==> src/rtl/mem_axi_lite_master_pkg.sv <==
// Shared types and constants for the MEM-stage AXI4-Lite master:
// FSM state encoding, AXI response codes and the fixed protection attribute.
package mem_axi_lite_master_pkg;

    typedef enum logic [2:0] {
        IDLE    = 3'd0,
        WR_REQ  = 3'd1,
        WR_RESP = 3'd2,
        RD_REQ  = 3'd3,
        RD_RESP = 3'd4,
        DONE    = 3'd5
    } state_t;

    localparam logic [1:0] RESP_OKAY   = 2'b00;
    localparam logic [1:0] RESP_SLVERR = 2'b10;
    localparam logic [1:0] RESP_DECERR = 2'b11;

    // Unprivileged, secure, data access for every transfer.
    localparam logic [2:0] AXI_PROT_DEFAULT = 3'b000;

    function automatic logic resp_is_err(input logic [1:0] resp);
        return resp != RESP_OKAY;
    endfunction

endpackage

==> src/rtl/mem_axi_lite_master.sv <==
// MEM-stage load/store unit: turns one core request into one AXI4-Lite
// transaction and holds the pipeline until the response has been taken.
module mem_axi_lite_master
    import mem_axi_lite_master_pkg::*;
#(
    parameter int unsigned ADDR_WIDTH = 32,
    parameter int unsigned DATA_WIDTH = 32
) (
    input  logic                      clk,
    input  logic                      rst,

    input  logic                      req_valid,
    input  logic                      req_write,
    input  logic [ADDR_WIDTH-1:0]     req_addr,
    input  logic [DATA_WIDTH-1:0]     req_wdata,
    input  logic [DATA_WIDTH/8-1:0]   req_wstrb,

    output logic                      mem_read_write,
    output logic [DATA_WIDTH-1:0]     rdata,
    output logic                      rdata_valid,
    output logic                      resp_err,

    output logic [ADDR_WIDTH-1:0]     m_awaddr,
    output logic [2:0]                m_awprot,
    output logic                      m_awvalid,
    input  logic                      m_awready,
    output logic [DATA_WIDTH-1:0]     m_wdata,
    output logic [DATA_WIDTH/8-1:0]   m_wstrb,
    output logic                      m_wvalid,
    input  logic                      m_wready,
    input  logic [1:0]                m_bresp,
    input  logic                      m_bvalid,
    output logic                      m_bready,
    output logic [ADDR_WIDTH-1:0]     m_araddr,
    output logic [2:0]                m_arprot,
    output logic                      m_arvalid,
    input  logic                      m_arready,
    input  logic [DATA_WIDTH-1:0]     m_rdata,
    input  logic [1:0]                m_rresp,
    input  logic                      m_rvalid,
    output logic                      m_rready
);

    localparam int unsigned STRB_WIDTH = DATA_WIDTH / 8;

    state_t                  state, state_n;
    logic [ADDR_WIDTH-1:0]   addr_q, addr_n;
    logic [DATA_WIDTH-1:0]   wdata_q, wdata_n;
    logic [STRB_WIDTH-1:0]   wstrb_q, wstrb_n;
    logic                    aw_done, aw_done_n;
    logic                    w_done, w_done_n;
    logic [DATA_WIDTH-1:0]   rdata_n;
    logic                    rdata_valid_n;
    logic                    resp_err_n;
    logic                    awvalid_n, wvalid_n, bready_n, arvalid_n, rready_n;

    logic aw_fire, w_fire;

    assign aw_fire = m_awvalid && m_awready;
    assign w_fire  = m_wvalid && m_wready;

    // Address/data come straight from the request latches, so they cannot move under VALID.
    assign m_awaddr = addr_q;
    assign m_araddr = addr_q;
    assign m_wdata  = wdata_q;
    assign m_wstrb  = wstrb_q;
    assign m_awprot = AXI_PROT_DEFAULT;
    assign m_arprot = AXI_PROT_DEFAULT;

    // Stall request to the hazard unit; released in DONE so the pipeline steps exactly once.
    always_comb begin
        mem_read_write = 1'b0;
        unique case (state)
            IDLE:                                  mem_read_write = req_valid;
            WR_REQ, WR_RESP, RD_REQ, RD_RESP:      mem_read_write = 1'b1;
            default:                               mem_read_write = 1'b0;
        endcase
    end

    always_ff @(posedge clk or posedge rst) begin
        if (rst) begin
            state       <= IDLE;
            addr_q      <= '0;
            wdata_q     <= '0;
            wstrb_q     <= '0;
            aw_done     <= 1'b0;
            w_done      <= 1'b0;
            rdata       <= '0;
            rdata_valid <= 1'b0;
            resp_err    <= 1'b0;
            m_awvalid   <= 1'b0;
            m_wvalid    <= 1'b0;
            m_bready    <= 1'b0;
            m_arvalid   <= 1'b0;
            m_rready    <= 1'b0;
        end else begin
            state       <= state_n;
            addr_q      <= addr_n;
            wdata_q     <= wdata_n;
            wstrb_q     <= wstrb_n;
            aw_done     <= aw_done_n;
            w_done      <= w_done_n;
            rdata       <= rdata_n;
            rdata_valid <= rdata_valid_n;
            resp_err    <= resp_err_n;
            m_awvalid   <= awvalid_n;
            m_wvalid    <= wvalid_n;
            m_bready    <= bready_n;
            m_arvalid   <= arvalid_n;
            m_rready    <= rready_n;
        end
    end

    // Next state plus next values of every registered output; VALIDs only ever fall on their own handshake.
    always_comb begin
        state_n       = state;
        addr_n        = addr_q;
        wdata_n       = wdata_q;
        wstrb_n       = wstrb_q;
        aw_done_n     = aw_done;
        w_done_n      = w_done;
        rdata_n       = rdata;
        rdata_valid_n = 1'b0;
        resp_err_n    = 1'b0;
        awvalid_n     = m_awvalid;
        wvalid_n      = m_wvalid;
        bready_n      = m_bready;
        arvalid_n     = m_arvalid;
        rready_n      = m_rready;

        unique case (state)
            IDLE: begin
                if (req_valid) begin
                    addr_n    = req_addr;
                    wdata_n   = req_wdata;
                    wstrb_n   = req_wstrb;
                    aw_done_n = 1'b0;
                    w_done_n  = 1'b0;
                    if (req_write) begin
                        state_n   = WR_REQ;
                        awvalid_n = 1'b1;
                        wvalid_n  = 1'b1;
                    end else begin
                        state_n   = RD_REQ;
                        arvalid_n = 1'b1;
                    end
                end
            end
            WR_REQ: begin
                if (aw_fire) begin
                    awvalid_n = 1'b0;
                    aw_done_n = 1'b1;
                end
                if (w_fire) begin
                    wvalid_n = 1'b0;
                    w_done_n = 1'b1;
                end
                if (aw_done_n && w_done_n) begin
                    state_n  = WR_RESP;
                    bready_n = 1'b1;
                end
            end
            WR_RESP: begin
                if (m_bvalid) begin
                    bready_n   = 1'b0;
                    resp_err_n = resp_is_err(m_bresp);
                    state_n    = DONE;
                end
            end
            RD_REQ: begin
                if (m_arready) begin
                    arvalid_n = 1'b0;
                    rready_n  = 1'b1;
                    state_n   = RD_RESP;
                end
            end
            RD_RESP: begin
                if (m_rvalid) begin
                    rready_n      = 1'b0;
                    rdata_n       = m_rdata;
                    rdata_valid_n = 1'b1;
                    resp_err_n    = resp_is_err(m_rresp);
                    state_n       = DONE;
                end
            end
            DONE: begin
                state_n = IDLE;
            end
            default: begin
                state_n = IDLE;
            end
        endcase
    end

endmodule
==> config.mk <==
export PLATFORM = sky130hd
export DESIGN_NAME = mem_axi_lite_master
export DESIGN_NICKNAME = d
export VERILOG_FILES = /design/src/rtl/mem_axi_lite_master_pkg.sv /design/src/rtl/mem_axi_lite_master.sv
export SDC_FILE = /design/constraint.sdc
export NUM_CORES = 1
export LEC_CHECK = 0
export CORE_MARGIN = 4
export CORE_UTILIZATION = 39
export DETAILED_ROUTE_END_ITERATION = 7
export HOLD_SLACK_MARGIN = 0.05
export PLACE_DENSITY = 0.81
export RECOVER_POWER = 100
export SLEW_MARGIN = 20
export SYNTH_ARGS = -nofsm -noshare
export SYNTH_HDL_FRONTEND = slang
export SYNTH_SLANG_ARGS = --single-unit
==> constraint.sdc <==
create_clock -name clk -period 4.3 [get_ports clk]
set_input_delay 1.075 -clock clk [delete_from_list [all_inputs] [get_ports clk]]
set_output_delay 1.075 -clock clk [all_outputs]
set_load 0.01 [all_outputs]
## Word level (Yosys, flattened, before mapping)

Index checks and enable logic that the tools add are counted.

| cells by class | value |
|---|---|
| add/subtract/negate cells | 0 |
| muxes and demuxes | 36 |
| bitwise operators | 0 |
| order comparisons | 0 |
| shift operators | 0 |
| multipliers | 0 |
| equal/unequal tests | 13 |
| reductions and logical operators | 20 |
| div/mod/pow operators | 0 |

Operator list:

| cell | count |
|---|---|
| $mux 1 | 20 |
| $ne 2x2->1 const B | 9 |
| $pmux 1 s2 | 9 |
| $mux 3 | 5 |
| $pmux 3 s5 | 1 |
| $reduce_and 4->1 | 3 |
| $reduce_bool 2->1 | 6 |
| $eq 3x2->1 const B | 2 |
| $reduce_and 2->1 | 3 |
| $reduce_and 3->1 | 2 |
| $reduce_and 5->1 | 1 |
| $reduce_or 4->1 | 1 |
| $eq 3x1->1 const B | 1 |
| $eq 3x3->1 const B | 1 |
| $logic_and 1x1->1 | 3 |
| $logic_not 3->1 | 1 |
| $mux 2 | 1 |

| storage, ports and cells | value |
|---|---|
| RAM bits | 0 |
| register bits | 112 |
| input bits | 113 |
| bits in latches | 0 |
| memories | 0 |
| output and inout port bits | 146 |
| memory bits (read-only) | 0 |
| word-level logic and storage cells | 83 |

## Longest topological paths before layout

Gate-level depths: netlist of run 1.

| logic depth | value |
|---|---|
| word-level depth | 6 |
| depth in mapped cells | 6 |
| gate-level depth less buffers | 4 |

## Worst setup path before layout of run 1

OpenSTA, ideal clock, no wires.

| path | value |
|---|---|
| path kind | input port to output port |
| start | input req_valid |
| end | output mem_read_write |
| data arrival time | 1418 ps |
| path buffers | 0 |
| stages on the path | 2 |
| data required time | 3225 ps |
| path slack | 1807 ps |
| cell sequence | nor4_1 > a21oi_1 |

| between the ends | value |
|---|---|
| longest elaborated chain between the ends | 1 |

RTL lines:

| item | line | source |
|---|---|---|
| from (decl) | mem_axi_lite_master.sv:12 | `input logic req_valid,` |
| $pmux 1 s2 | mem_axi_lite_master.sv:73 | `unique case (state)` |
| to (decl) | mem_axi_lite_master.sv:18 | `output logic mem_read_write,` |

No other way between the ends.

## Worst setup path after layout of run 1

Ends and elaborated chain as after synthesis.

==> results of run 1 <==
## layout make-up
class / count / area share
tap: 143 / 0.0248
multi-input combinational: 282 / 0.195
timing repair buffer: 256 / 0.351
sequential: 112 / 0.388
inverter: 5 / 0.00260
clock buffer: 14 / 0.0379
## worst max-delay path, stage by stage
cell and delay, ns:
dlygate4sd3_1 0.60, nor4_1 0.30, a21oi_1 0.08, dlygate4sd3_1 0.62
## sequential cells by signal, summed over array words and instances, names as in the netlist
register     cells
aw_done          1
w_done           1
m_awvalid        1
m_wvalid         1
m_arvalid        1
m_araddr        32
m_wstrb          4
rdata           32
m_rready         1
rdata_valid      1
state            3
m_bready         1
resp_err         1
m_wdata         32
## power breakdown
part	switching, mW	internal (mW)
clock	0.346	0.435
combinational	1.06	1.21
sequential	0.303	1.55
## worst paths after layout
check	from	endpoint	slack [ns]	depth (start not counted)
max in group asynchronous	rst	rdata[26]	1.02	3
worst min register to register	m_wdata[8]	m_wdata[8]	0.48	2
worst max-delay path	req_valid	mem_read_write	0.55	4
min in group asynchronous	rst	m_wdata[3]	1.67	2
worst min-delay path	m_wdata[8]	m_wdata[8]	0.48	2
worst max register to register	state[0]	m_wstrb[1]	1.31	4
## routing by layer
metal / part of all wire / vias to the layer above / GRT usage
met5: 0 / - / 0
met3: 0.11 / 19 / 0.0725
li1: - / 1815 / -
met1: 0.37 / 1801 / 0.211
met4: 0.020 / 0 / 0.0757
met2: 0.50 / 182 / 0.308
## cells in the final DEF, fill, tap and decap left out
| cell type | count |
|---|---|
| nor3b_2 | 1 |
| nor2_1 | 4 |
| clkdlybuf4s50_1 | 108 |
| a31oi_1 | 5 |
| a221o_1 | 1 |
| clkbuf_2 | 1 |
| nor4bb_1 | 1 |
| mux2_1 | 2 |
| o21a_1 | 1 |
| nand3_1 | 2 |
| inv_1 | 4 |
| nor3_1 | 1 |
| clkbuf_8 | 3 |
| conb_1 | 6 |
| dfrtp_1 | 112 |
| dlygate4sd3_1 | 144 |
| a22o_1 | 2 |
| nand2b_1 | 1 |
| o2111ai_1 | 1 |
| inv_2 | 1 |
| o21ai_0 | 1 |
| a221oi_1 | 1 |
| clkbuf_16 | 9 |
| nor4_1 | 1 |
| nor2b_1 | 1 |
| or4b_1 | 1 |
| nor4b_1 | 2 |
| a21o_1 | 2 |
| clkbuf_1 | 5 |
| a21oi_1 | 9 |
| mux2_2 | 31 |
| nand2_1 | 205 |
## logic make-up after synthesis
logic type             Yosys count  synth area share
muxes                           33            0.0802
AOI/OAI and AO/OA               23            0.0321
buffers and inverters           64            0.0913
other                            1          0.000809
and+or+nand+nor                220             0.191
DFF                            112             0.605
## stage by stage
step | std cells | area [um2] | util
2_1_floorplan | 458 | 4650 | -
3_3_place_gp | 798 | 6980 | 0.606
3_5_place_dp | 798 | 6980 | 0.606
4_1_cts | 812 | 7260 | 0.630
5_1_grt | 812 | 7220 | 0.627
6_report | 812 | 7220 | 0.627
==> run_results.csv, run 1 <==
group,metric,value,unit
run_status,violations,"max-capacitance violations, max-slew violations",
global_routing,grt_overflow,0,
timing,fin_skew,0.00656,ns
cts,ctsResizeCount,0,
detailed_routing,wl_per_cell,15.8,um
logic_synthesis,synth_area_per_cell,10.2,um2
layout,seq_area,0.00280,mm2
logic_synthesis,synth-edff-count,0,
logic_synthesis,synth_area_leaders,"dfrtp_1, nand2_1, mux2_2",
cts,cts_setup_buffers,0,
timing,fmax,0.267,GHz
floorplanning,row_count,39,
layout,area_growth,55.9,%
power_and_ir_drop,p_per_area,678,mW/mm2
layout,nets,779,
floorplanning,start_util,0.402,
detailed_routing,drtIter0Drc,231,
timing,fin_crit_sh,0.872,
detailed_routing,avgViaCountPerCell,4.70,
cts,root_buffer,"clkbuf_16",
global_routing,grt_pass1_vias,3787,
cts,clock_latency,0.34,ns
timing,slew-limit-headroom,-0.0726,
floorplanning,fp.coreArea,0.0115,mm2
power_and_ir_drop,peakVddDrop,0.383,mV
logic_synthesis,yosys_register_bits,112,
place,port-buffer-count,252,
timing,finalHoldViolations,0,
floorplanning,die_w,117,um
setup_path,crit_type,"in -> out",
power_and_ir_drop,power_leakage,3.52,nW
floorplanning,chipHeight,117,um
cts,cts_made_buffers,9,
setup_path,critPathCaptureType,"primary output",
logic_synthesis,async_flop_share,1.00,
detailed_routing,dr.pass1.iters,4,
layout,multiInputGateArea,0.00141,mm2
cts,clk_path_buf_depth,2,
setup_path,cp.required,3.22,ns
power_and_ir_drop,total_power,4.89,mW
logic_synthesis,synthTopCellsByCount,"nand2_1, dfrtp_1, buf_4",
logic_synthesis,synth_top_flop_cell,"dfrtp_1",
logic_synthesis,synth_most_common_cell,"nand2_1",
setup_path,startpoint_type,"primary input",
timing,rsz0062_at_grt,"no",
layout,n_antenna_cell,0,
global_routing,grt.total_usage,0.184,
cts,ctsHoldBuffers,0,
layout,drive_gt1_frac,0.0688,
logic_synthesis,ys_warn_count,0,
place,gp_congestion,0.782,
timing,hold_ws,0.476,ns
timing,setup_tns,0,ns
setup_path,worstPathArrival,2.68,ns
floorplanning,dieArea,0.0137,mm2
timing,finalSetupViolations,0,
global_routing,grt_max_degree,80,
detailed_routing,wirelength,12800,um
layout,fillerInstances,914,
timing,slew_violations,130,
cts,htree_levels,3,
floorplanning,ios,259,
logic_synthesis,syn-instance-count,453,
timing,worst_pin_slew,1.61,ns
logic_synthesis,ys_seq_area_frac,0.605,
hold_path,min_path_type,"reg -> reg",
cts,cts.reportedPaths.clkPinSlew,0.06,ns
cts,tritoncts,"done",
detailed_routing,drc,0,
logic_synthesis,synth_area_leader_cell,"dfrtp_1",
logic_synthesis,synth_cell_type_count,30,
run,maxCapViolCount,2,
timing,timing.final.ws_setup,0.549,ns
run_status,status,"finished, violations left",
global_routing,grt_pass1_wl,19400,um
place,dp_slack,0.787,ns
cts,cts_sinks,112,
place,hpwl,9860,um
detailed_routing,antenna_left,0,
logic_synthesis,syn_area,0.00463,mm2
global_routing,antenna_found_initial,0,
detailed_routing,vias,3817,
setup_path,crit_fanout,4,
logic_synthesis,synth_top_area_frac,0.605,
timing,fin_crit,3.75,ns
Power figures use the tool's default switching activity.
==> run 2: changes to the inputs <==
- CAP_MARGIN: not set -> 20
- CORE_MARGIN: 4 -> 2
- REMOVE_ABC_BUFFERS: not set -> 1
==> run 2 against run 1 <==
Worst hold slack worse by 0.0075 ns. Clock skew up 0.0011 ns. Highest routed layer unchanged. Maximum frequency up 2.1%. Clock power up 2.7%. Worst setup slack better by 0.075 ns. Sequential share of layout area down 0.15 points. Power up 0.65%. Core utilization up 0.25 points. Die area down 6.7%. The run ends with design-rule violations, max-capacitance violations, max-slew violations left. Non-clock buffer count down 1. Largest cell class unchanged. First-iteration DRC count down 5.2%.
==> run_results.csv, run 2 (synthesized netlist as in run 1, its figures left out) <==
group,metric,value,unit
run_status,status,"finished, violations left",
run_status,violations,"design-rule violations, max-capacitance violations, max-slew violations",
hold_path,holdPathStages,2,
setup_path,r2r_start,"state[0]",
power_and_ir_drop,switching_power,1.73,mW
timing,fin_crit,3.68,ns
timing,finalHoldViolations,0,
power_and_ir_drop,p_sw_frac,0.351,
cts,ctsHoldBuffers,0,
cts,ctsResizeCount,0,
timing,fmax,0.272,GHz
timing,hold_ws,0.469,ns
power_and_ir_drop,p_int,3.20,mW
place,hpwl,9510,um
setup_path,cp.required,3.22,ns
detailed_routing,dr.pass1.iters,6,
setup_path,critPathCaptureType,"primary output",
detailed_routing,vias,3828,
global_routing,grt_use_met3,0.0412,
global_routing,grt_pass1_wl,20200,um
cts,clock_latency,0.34,ns
timing,fin_crit_sh,0.855,
run,maxCapViolCount,2,
cts,clk_path_buf_depth,2,
setup_path,crit_fanout,4,
global_routing,use_met2,0.348,
timing,finalSetupViolations,0,
global_routing,grt_overflow,0,
timing,slew-limit-headroom,-0.534,
floorplanning,fp.coreArea,0.0115,mm2
timing,fin_skew,0.00764,ns
power_and_ir_drop,seq_power_share,0.379,
setup_path,startpoint_type,"primary input",
setup_path,r2r_setup_slack,1.76,ns
power_and_ir_drop,peakVddDrop,0.400,mV
timing,slew_violations,106,
setup_path,r2r_cells,4,
detailed_routing,avgViaCountPerCell,4.71,
global_routing,grt_max_degree,72,
power_and_ir_drop,p_per_area,679,mW/mm2
layout,mostFrequentLayoutCell,"nand2_1",
layout,drive_gt1_frac,0.0731,
detailed_routing,antenna_left,0,
global_routing,top_usage_layer,"met2",
cts,tritoncts,"done",
cts,cts_sinks,112,
layout,final_cell_mix,"nand2_1, dlygate4sd3_1, dfrtp_1, clkdlybuf4s50_1, mux2_2",
setup_path,rr_endpoint,"m_wdata[30]",
cts,cts_setup_buffers,0,
power_and_ir_drop,p_comb_frac,0.458,
detailed_routing,drc,17,
floorplanning,start_util,0.402,
setup_path,worstPathArrival,2.60,ns
power_and_ir_drop,clockPowerShare,0.163,
floorplanning,row_count,39,
place,dp_slack,0.863,ns
place,place_area,0.00699,mm2
layout,area_growth,56.5,%
timing,rsz0062_at_grt,"no",
detailed_routing,drtIter0Drc,219,
timing,setup_tns,0,ns
place,port-buffer-count,252,
layout,nets,778,
timing,timing.final.ws_setup,0.624,ns
floorplanning,dieArea,0.0128,mm2
global_routing,grt_pass1_vias,3844,
hold_path,hold_start,"m_wdata[25]",
timing,worst_pin_slew,2.30,ns
hold_path,min_to,"m_wdata[25]",
cts,cts_made_buffers,9,
detailed_routing,wirelength,12800,um
global_routing,use_met1,0.239,
place,gp_congestion,0.805,
global_routing,antenna_found_initial,0,
layout,final_area,0.00725,mm2
layout,n_antenna_cell,0,
global_routing,grt.total_usage,0.201,
floorplanning,chipHeight,113,um
detailed_routing,wl_per_cell,15.8,um
floorplanning,ios,259,
cts,root_buffer,"clkbuf_16",
floorplanning,die_w,113,um
cts,htree_levels,3,
setup_path,crit_type,"in -> out",
cts,cts.reportedPaths.clkPinSlew,0.07,ns
power_and_ir_drop,power_leakage,3.53,nW
layout,utilization,0.630,
hold_path,min_path_type,"reg -> reg",
-- run 2: power groups by stage --
stage / Clock, mW / Combinational [mW] / Sequential, mW
floorplan: 0 / 0.660 / 2.16
detailed placement: 0 / 2.51 / 1.91
global route: 0.876 / 2.44 / 1.93
CTS: 0.827 / 2.52 / 1.90
finish: 0.802 / 2.26 / 1.87
global placement: 0 / 2.45 / 1.89
-- run 2: layer usage --
| layer | share of wire | vias to the layer above |
|---|---|---|
| li1 | - | 1826 |
| met1 | 0.38 | 1818 |
| met2 | 0.52 | 148 |
| met3 | 0.061 | 36 |
| met4 | 0.040 | 0 |
| met5 | 0 | - |
-- run 2: area by class of cell --
class	count	area [um2]
inverter	5	18.8
timing repair buffer	255	2550
clock buffer	14	274
multi-input combinational	282	1410
tap	143	179
fill	947	4260
sequential	112	2800
clock inverter	2	12.5
-- run 2: critical path, stage by stage --
cell and delay [ns]:
dlygate4sd3_1 0.58, nor4_1 0.27, a21oi_1 0.06, dlygate4sd3_1 0.61
-- run 2: worst max-delay path by stage --
stage / start / endpoint / slack, ns
4_1_cts: req_valid / mem_read_write / 0.84
5_1_grt: rst / m_wdata[2] / 0.49
3_5_place_dp: req_valid / mem_read_write / 0.86
6_report: req_valid / mem_read_write / 0.62
2_1_floorplan: rst / aw_done / 0.27
3_3_place_gp: req_valid / mem_read_write / 0.85
-- run 2: stage by stage --
step / total power, mW / std cells
floorplan: 2.82 / 399
global placement: 4.34 / 797
detailed placement: 4.42 / 797
CTS: 5.25 / 813
global route: 5.25 / 813
finish: 4.93 / 813
